**config.mk**
```make
export PLATFORM = sky130hd
export DESIGN_NAME = pipe_stage_reg
export DESIGN_NICKNAME = d
export VERILOG_FILES = /design/src/rtl/pipe_stage_reg.sv
export SDC_FILE = /design/constraint.sdc
export NUM_CORES = 1
export LEC_CHECK = 0
export CAP_MARGIN = 20
export CORE_ASPECT_RATIO = 1.5
export CORE_MARGIN = 4
export CORE_UTILIZATION = 40
export DETAILED_ROUTE_END_ITERATION = 10
export GPL_TIMING_DRIVEN = 0
export MAX_ROUTING_LAYER = met4
export PLACE_DENSITY = 0.7
export SLEW_MARGIN = 20
export SYNTH_ARGS = -nofsm -noshare
export SYNTH_HDL_FRONTEND = slang
export SYNTH_SLANG_ARGS = --single-unit
```
**constraint.sdc**
```tcl
create_clock -name clk -period 1.5 [get_ports clk]
set_input_delay 0.15 -clock clk [delete_from_list [all_inputs] [get_ports clk]]
set_output_delay 0.15 -clock clk [all_outputs]
set_load 0.01 [all_outputs]
```
**src/rtl/pipe_stage_reg.sv**
```systemverilog
// Valid/ready pipeline stage register with optional two-entry skid buffer,
// flush-to-bubble, and a saturating back-pressure cycle counter.
module pipe_stage_reg #(
  parameter int DATA_W = 32,
  parameter int SKID   = 1,
  parameter int CNT_W  = 16
) (
  input  logic              clk,
  input  logic              rst,
  input  logic              valid_i,
  output logic              ready_o,
  input  logic [DATA_W-1:0] data_i,
  output logic              valid_o,
  input  logic              ready_i,
  output logic [DATA_W-1:0] data_o,
  input  logic              flush_i,
  input  logic              cnt_clr_i,
  output logic [CNT_W-1:0]  stall_cnt_o
);

  typedef enum logic [1:0] {S_EMPTY = 2'd0, S_ONE = 2'd1, S_TWO = 2'd2} state_t;

  localparam logic [CNT_W-1:0] CNT_ONE = 1;

  state_t            r_state, w_state_nxt;
  logic [DATA_W-1:0] r_main, r_skid, w_main_nxt, w_skid_nxt;
  logic              r_rdy;
  logic [CNT_W-1:0]  r_cnt;
  logic              w_in_fire, w_out_fire;

  assign valid_o     = (r_state != S_EMPTY);
  assign data_o      = r_main;
  assign stall_cnt_o = r_cnt;
  // Skid mode decouples ready_o from ready_i; plain mode passes it through.
  assign ready_o     = (SKID != 0) ? r_rdy : (!valid_o | ready_i);
  assign w_in_fire   = valid_i & ready_o;
  assign w_out_fire  = valid_o & ready_i;

  always_comb begin
    w_state_nxt = r_state;
    w_main_nxt  = r_main;
    w_skid_nxt  = r_skid;
    if (SKID != 0) begin
      case (r_state)
        S_EMPTY: if (w_in_fire) begin
          w_state_nxt = S_ONE;
          w_main_nxt  = data_i;
        end
        S_ONE: begin
          if (w_in_fire && !w_out_fire) begin
            w_state_nxt = S_TWO;
            w_skid_nxt  = data_i;
          end else if (w_in_fire) begin
            w_main_nxt  = data_i;
          end else if (w_out_fire) begin
            w_state_nxt = S_EMPTY;
          end
        end
        S_TWO: if (w_out_fire) begin
          w_state_nxt = S_ONE;
          w_main_nxt  = r_skid;
        end
        default: w_state_nxt = S_EMPTY;
      endcase
    end else begin
      // S_ONE doubles as FULL; S_TWO is unreachable without the skid entry.
      if (w_in_fire) begin
        w_state_nxt = S_ONE;
        w_main_nxt  = data_i;
      end else if (w_out_fire) begin
        w_state_nxt = S_EMPTY;
      end
    end
    if (flush_i) w_state_nxt = S_EMPTY;
  end

  always_ff @(posedge clk) begin
    if (rst) begin
      r_state <= S_EMPTY;
      r_main  <= '0;
      r_skid  <= '0;
      r_rdy   <= 1'b1;
    end else begin
      r_state <= w_state_nxt;
      r_main  <= w_main_nxt;
      r_skid  <= w_skid_nxt;
      r_rdy   <= (w_state_nxt != S_TWO);
    end
  end

  always_ff @(posedge clk) begin
    if (rst || cnt_clr_i)
      r_cnt <= '0;
    else if (valid_o && !ready_i && (r_cnt != '1))
      r_cnt <= r_cnt + CNT_ONE;
  end

endmodule

```
==> reports/metrics.yaml <==
relSlewSlack_pct: 53.1
cts-root-buf: "clkbuf_16"
core_area_mm2: 0.00852
drive_gt1_share_pct: 26.1
synth.distinct_cells: 45
grt_max_degree: 15
ys_warn_count: 0
syn_inst: 405
finalHoldViolCount: 0
rsz0062_at_grt: "true"
peakVddDrop_mv: 0.604
wl_per_cell_um: 16.5
start_kind: "register"
cp_common_cell: "buf_6"
hold_slack_ns: 0.385
drc: 0
grt_overflow_total: 0
crit_path_top_delay_cell: "dfxtp_4"
die_h_um: 123
nNetsFinal: 574
drv_cap: 0
clockBufferDepth: 2
ys_ff_latch: 83
required_ns: 1.76
drt-pass1-iter-count: 5
grt_pass1_vias: 3273
hold_path_class: "primary input to register"
dp_hpwl_mm: 6.46
slew_violations: 0
worstPathMaxFanout: 5
syn_to_final_growth_pct: 55.2
worstMarginPinSlew_ns: 0.703
core.rowCount: 41
path_delay_family: "buffers and inverters"
slowest_delay_ns: 0.36
clk_latency_ns: 0.34
io_pins: 88
numCtsBuffers: 9
p_leak_nw: 2.23
skew_ns: 0.00499
fin_crit_ns: 1.65
setup_viol: 66
gp_congestion: 0.787
htreeDepth: 3
vias: 3535
setup_ws_ns: -0.148
status: "complete, but fails checks"
critPathBufInv: 3
arrival_ns: 1.91
cts_tree: "done"
die-area_mm2: 0.0104
route.antenna.remaining_nets: 0
initialDrtViolationCount: 194
dpl.cell_count: 599
fmax_ghz: 0.607
synthesis.nets: 444
post_layout_nonfiller_instances: 647
synth_seq_area_share_pct: 47.0
io_buffers: 87
final_common_cell: "clkdlybuf4s50_1"
initial_utilization_pct: 41.5
powerDensity_mw_per_mm2: 964
final_cell_mix: "clkdlybuf4s50_1, nand2_1, dfxtp_1"
grt_pass1_wl_mm: 15.3
path_cells: "nand3b_1, buf_6, a21oi_4, buf_6, buf_6, nor2_2, a211oi_2"
worst-setup-path-type: "register to register"
clock-sinks: 83
clk_pin_slew_ns: 0.06
period_share_pct: 110
antenna_found_initial: 0
fin_tns_setup_ns: -4.69
num_antenna_cells: 0
routed_wl_mm: 10.6
end_kind: "register"
track_usage_pct: 19.1
avgSynthCellArea_um2: 8.73
violations: "negative setup slack"
synth_area_mm2: 0.00354
die_x_um: 84.8
routed_via_density: 5.46
## power breakdown
part	total [mW]	internal (mW)	leakage (nW)	switching [mW]
clock network	2.24	1.33	0.145	0.903
registers	2.34	2.28	0.688	0.0591
logic	0.718	0.385	1.40	0.332
## final timing paths
path / cells past startpoint / from / to / slack [ns]
worst max register to register: 7 / r_state[1] / data_o[28] / -0.15
worst max-delay path: 7 / r_state[1] / data_o[28] / -0.15
worst min register to register: 2 / r_skid[30] / r_skid[30] / 0.45
worst min-delay path: 3 / data_i[18] / r_skid[18] / 0.38
## per-layer routing
metal / track usage [%] / up-vias / part of all wire [%] / routed length (um)
met4: 7.23 / 0 / 2.0 / 210
met1: 21.0 / 1679 / 40 / 4290
li1: - / 1719 / - / -
met5: - / - / 0 / 0
met3: 4.13 / 24 / 4.6 / 492
met2: 33.8 / 113 / 53 / 5650
## cell type report
type | instances | area, um^2
clock buffer | 10 | 239
tap | 107 | 134
buffer | 28 | 199
fill | 707 | 3030
inverter | 2 | 7.51
timing repair buffer | 119 | 1140
clock inverter | 6 | 63.8
sequential | 83 | 1700
multi-input combinational | 292 | 2000
## sequential cells by signal, summed over array words and instances, names as in the netlist
register,count
data_o,32
r_skid,32
r_state,2
ready_o,1
stall_cnt_o,16
## timing repair
item | CTS | global route
setup endpoints to repair | 82 | 85
cloned | 3 | 1
resized for setup | 43 | 77
setup buffers | 13 | 18
pin swaps | 9 | 36
hold buffers | 0 | 0
## worst min-delay path: cells and delay by family
kind / cells / cell delay, ns
AND/OR/NAND/NOR: 1 / 0.06
AO/OA/AOI/OAI: 1 / 0.05
buffers and inverters: 1 / 0.42
## cell families after synthesis
logic type               count (synthesis)  share of synthesized area (%)
AO/OA/AOI/OAI                          100                           18.3
buffers and inverters                   31                           4.42
multiplexers                            33                           9.34
AND/OR/NAND/NOR                        157                           20.6
flip-flops                              83                           47.0
adder cells (fa/ha/maj)                  1                          0.354
## stage by stage
stage | power, mW | util (%) | setup slack [ns] | area (um^2)
floorplan | 2.65 | - | -0.0181 | 3550
global placement | 2.98 | 53.5 | -0.483 | 4550
detailed placement | 2.99 | 53.5 | -0.518 | 4550
CTS | 5.25 | 59.8 | -0.114 | 5100
global route | 5.49 | 64.4 | -0.225 | 5490
finish | 5.29 | 64.4 | -0.148 | 5490
## Yosys cell counts
library cell	count	area, um^2
a211o_1	1	8.76
a211oi_1	32	240
a21oi_1	42	210
a21oi_4	1	16.3
a31oi_1	1	6.26
and3_1	1	6.26
and3_2	1	7.51
and3b_1	1	8.76
and4_1	1	8.76
and4b_1	1	10.0
buf_2	11	55.1
buf_4	5	37.5
buf_6	1	11.3
clkbuf_1	12	45.0
dfxtp_1	83	1660
ha_1	1	12.5
inv_1	2	7.51
mux2i_1	33	330
nand2_1	73	274
nand2b_1	2	12.5
nand3_1	8	40.0
nand3_2	1	10.0
nand3b_1	1	7.51
nand4_1	5	31.3
nand4_2	1	12.5
nand4b_1	1	8.76
nor2_1	38	143
nor3_1	3	15.0
nor3_2	1	10.0
nor4_1	5	31.3
nor4_2	1	12.5
o211ai_1	2	15.0
o21a_1	3	22.5
o21ai_0	8	40.0
o21ba_1	1	10.0
o21bai_1	1	7.51
o21bai_2	1	11.3
o311a_1	1	10.0
o311ai_0	1	8.76
o31a_1	1	8.76
o31ai_1	3	22.5
o41ai_1	1	8.76
or2_2	2	12.5
or3_1	7	43.8
or4_1	3	22.5
No activity file was read; power rests on OpenSTA's default activity.
==> variant 1: new RTL, config.mk and constraints unchanged <==
Put one more register stage on the output `stall_cnt_o`, with the module's reset. The value now appears one clock later. The other outputs are not delayed to match.
--- a/src/rtl/pipe_stage_reg.sv
+++ b/src/rtl/pipe_stage_reg.sv
@@ -32,3 +32,9 @@
   assign data_o      = r_main;
-  assign stall_cnt_o = r_cnt;
+  always_ff @(posedge clk) begin
+    if (rst) begin
+      stall_cnt_o <= '0;
+    end else begin
+      stall_cnt_o <= r_cnt;
+    end
+  end
   // Skid mode decouples ready_o from ready_i; plain mode passes it through.
Formal check against the unedited RTL: not equivalent (a bounded check fails within 4 cycles, from zero or initial values and one cycle with rst high).
==> variant 1 against the original RTL <==
The flow still finishes with violations (setup timing); non-clock buffer count down 11; synthesized area increased by 11%; hold slack lost 0.0044 ns; routed wire length decreased by 3.8%; power is 7.5% higher; sequential cell count grew 16; core utilization decreased by 4.6 points; cell count up 4.0%; final area is 5.1% higher; setup slack got worse by 0.064 ns; critical path type unchanged; largest power group unchanged.
==> variant 1: results (changes against the original RTL) <==
metric,value,unit,change
status,finished with violations,,unchanged
violations,setup timing,,unchanged
routabilityCongestion,0.882,,was 0.787
critPathTopFamily,simple AND/OR/NAND/NOR gates,,was buffers and inverters
syn_nets,478,,was 444
firstDrtPassIters,4,,was 5
viasPerCell,5.35,,was 5.46
stdcell_count,673,,was 647
crit_arrival,1.98,ns,was 1.91 ns
async_flop_share,0,%,unchanged
setup_ws,-0.212,ns,was -0.148 ns
drt_iter0_drc,135,,was 194
grt_pass1_wl,16500,µm,was 15300 µm
clock_power_share,40.7,%,was 42.3%
synth-seq-area-share,50.6,%,was 47.0%
grt_max_degree,17,,was 15
place_inst,641,,was 599
p_total,0.00569,W,was 0.00529 W
clk_latency,0.34,ns,about the same
r2r_cells,4,,was 7
grt_pass1_vias,3417,,was 3273
rr_endpoint,r_cnt[15]$_SDFFE_PP0P_,,was data_o[28]$_SDFFE_PP0P_
dp_hpwl,7130,µm,was 6460 µm
ir_drop,0.755,mV,was 0.604 mV
holdCritStartpoint,flush_i,,was data_i[18]
routed_wl,10200,µm,was 10600 µm
synth-xor-area-share,0,%,unchanged
nFillCells,838,,was 707
grt_usage,19.0,%,was 19.1%
setup_viol,10,,was 66
synth_mux_area_share,8.69,%,was 9.34%
ys_types,37,,was 45
numCtsBuffers,9,,unchanged
slew_headroom,62.8,%,was 53.1%
synth-main-ff-cell,dfxtp_1,,unchanged
finalClockSkew,0.00818,ns,was 0.00499 ns
critical_path.endpoint,r_cnt[15]$_SDFFE_PP0P_,,was data_o[28]$_SDFFE_PP0P_
synth_compound_gate_area_share,16.7,%,was 18.3%
switching_power,0.00131,W,was 0.00129 W
netlist_top_cells_area,"dfxtp_1 (51%), mux2i_1 (8.7%), nand2_1 (7.1%)",,"was dfxtp_1 (47%), mux2i_1 (9.3%), nand2_1 (7.7%)"
worst_path_max_delay_cell,or4_4,,was dfxtp_4
max_stage_delay,0.60,ns,was 0.36 ns
cts-root-buf,clkbuf_16,,unchanged
rr_startpoint,r_cnt[3]$_SDFFE_PP0P_,,was r_state[1]$_SDFF_PP0_
comb_cell_power,0.000627,W,was 0.000718 W
crit_fanout,7,,was 5
synth_cells,439,,was 405
p_leak,2.27,nW,was 2.23 nW
drive_gt1_share,19.9,%,was 26.1%
yosys.area_share.adder,0.320,%,was 0.354%
nNetsFinal,592,,was 574
h-tree-depth,3,,unchanged
synth.cells.most_frequent,"dfxtp_1 (99), nand2_1 (74), a21oi_1 (46), nor2_1 (38)",,"was dfxtp_1 (83), nand2_1 (73), a21oi_1 (42), nor2_1 (38), mux2i_1 (33)"
==> variant 1: layout make-up <==
| class | instances | share of cell area (%) |
|---|---|---|
| plain buffers | 29 | 3.93 |
| clock buffers | 10 | 4.14 |
| clock inverters | 6 | 1.13 |
| inverters | 3 | 0.195 |
| multi-input cells | 304 | 34.6 |
| flip-flops and latches | 99 | 35.2 |
| well taps | 115 | 2.50 |
| repair buffers | 107 | 18.3 |
==> variant 1: timing repair <==
item | 4_1_cts | 5_1_grt
resized for setup | 71 | 50
pin swaps | 13 | 12
gates cloned | 2 | 0
setup buffers | 13 | 6
endpoints found under the setup margin | 78 | 80
==> variant 1: metrics by stage <==
stage	util, %	hold slack, ns	cell area (µm²)	setup WS, ns	TNS (ns)
6_report	59.8	0.380	5770	-0.212	-1.07
5_1_grt	59.8	0.375	5770	-0.256	-1.92
4_1_cts	57.8	0.344	5570	-0.221	-1.19
3_3_place_gp	51.6	0.441	4970	-0.697	-50.25
3_5_place_dp	51.6	0.446	4970	-0.771	-54.73
2_1_floorplan	-	0.227	3950	-0.278	-2.08
==> variant 1: worst min-delay path by stage <==
stage,to,cells past startpoint
3_3_place_gp,r_skid[13]$_SDFFE_PP0P_,2
3_5_place_dp,r_skid[3]$_SDFFE_PP0P_,2
5_1_grt,r_state[0]$_SDFF_PP0_,2
2_1_floorplan,r_state[0]$_SDFF_PP0_,1
6_report,r_state[0]$_SDFF_PP0_,2
4_1_cts,ready_o$_SDFF_PP1_,2
==> variant 1: per-layer routing <==
layer | vias to the layer above | track usage (%) | wire [µm]
met3 | 15 | 4.07 | 465
met4 | 0 | 7.30 | 241
li1 | 1787 | - | -
met5 | - | - | 0
met1 | 1712 | 21.3 | 4070
met2 | 89 | 32.3 | 5460
==> variant 2: new RTL, same settings <==
Made on the original files. `CNT_W`: 16 -> 14.
--- a/src/rtl/pipe_stage_reg.sv
+++ b/src/rtl/pipe_stage_reg.sv
@@ -5,3 +5,3 @@
   parameter int SKID   = 1,
-  parameter int CNT_W  = 16
+  parameter int CNT_W  = 14
 ) (
Interface: changed (resized stall_cnt_o); port bits go from 88 to 86. The function was not compared with the original's and may differ.
==> variant 2 against the original RTL <==
The flow still finishes with violations (setup timing); final area shrank 2.4%; maximum frequency rose by 3.6%; sequential cell count down 2; power shrank 0.71%; synthesized area shrank 4.4%; first-iteration DRC count decreased by 25%; clock power is 2% higher; via count is 6.9% lower; sequential share of layout area shrank 0.086 points; critical endpoint is now stall_cnt_o[10]$_SDFFE_PP0P_; routed wire length decreased by 7.9%; critical path type unchanged; setup slack better by 0.057 ns.
==> variant 2: results (changes against the original RTL) <==
metric,value,unit,change
status,finished with violations,,unchanged
violations,setup timing,,unchanged
r2r_cells,6,,was 7
routabilityCongestion,0.785,,was 0.787
fin_area,5360,µm²,was 5490 µm²
power.internal,0.00401,W,was 0.00400 W
grt_pass1_vias,3246,,was 3273
holdWs,0.398,ns,was 0.385 ns
netlist_top_cells_area,"dfxtp_1 (48%), mux2i_1 (10%), nand2_1 (8.1%)",,"was dfxtp_1 (47%), mux2i_1 (9.3%), nand2_1 (7.7%)"
numPortBuffers,85,,was 87
multi_input_cells,278,,was 292
setup_viol,12,,was 66
ys_types,40,,was 45
stdcell_count,618,,was 647
nNetsFinal,546,,was 574
synth_mux_area_share,10.1,%,was 9.34%
p_leak,2.23,nW,about the same
grt_usage,19.4,%,was 19.1%
ir_drop,0.677,mV,was 0.604 mV
synth_compound_gate_area_share,18.3,%,about the same
pre_cts_slack,-0.678,ns,was -0.518 ns
clockBufferCount,11,,was 10
drive_gt1_share,23.0,%,was 26.1%
holdCritStartpoint,data_i[9],,was data_i[18]
viasPerCell,5.33,,was 5.46
drt_iter0_drc,146,,was 194
synth-seq-area-share,48.0,%,was 47.0%
setup_ws,-0.0909,ns,was -0.148 ns
grt_pass1_wl,15300,µm,about the same
==> variant 2: power by group through the flow <==
stage	Sequential (W)	Clock [W]	Combinational, W
finish	0.00228	0.00229	0.000693
global route	0.00229	0.00242	0.000745
CTS	0.00228	0.00232	0.000599
detailed placement	0.00232	0	0.000572
global placement	0.00232	0	0.000564
floorplan	0.00235	0	0.000214
==> variant 2: metal layers <==
metal  vias up  wire (µm)  track usage [%]  part of all wire, %
li1       1621          -                -                    -
met1      1572       4000             21.5                   41
met2        93       5270             33.9                   54
met3         6        428             4.29                  4.4
met4         0         99             7.67                  1.0
met5         -          0                -                    0
==> variant 2: what timing repair did <==
action                                  4_1_cts  5_1_grt
gates resized for setup                      48       62
gates cloned                                  0        3
setup buffers                                19        4
endpoints found under the setup margin       76       82
pin swaps                                    12       26
==> variant 2: critical path, stage by stage (launching register included) <==
cell and delay [ns]:
dfxtp_4 0.38, ha_4 0.16, buf_12 0.10, nand2_4 0.06
or3_4 0.36, o31a_1 0.25, o21a_1 0.16
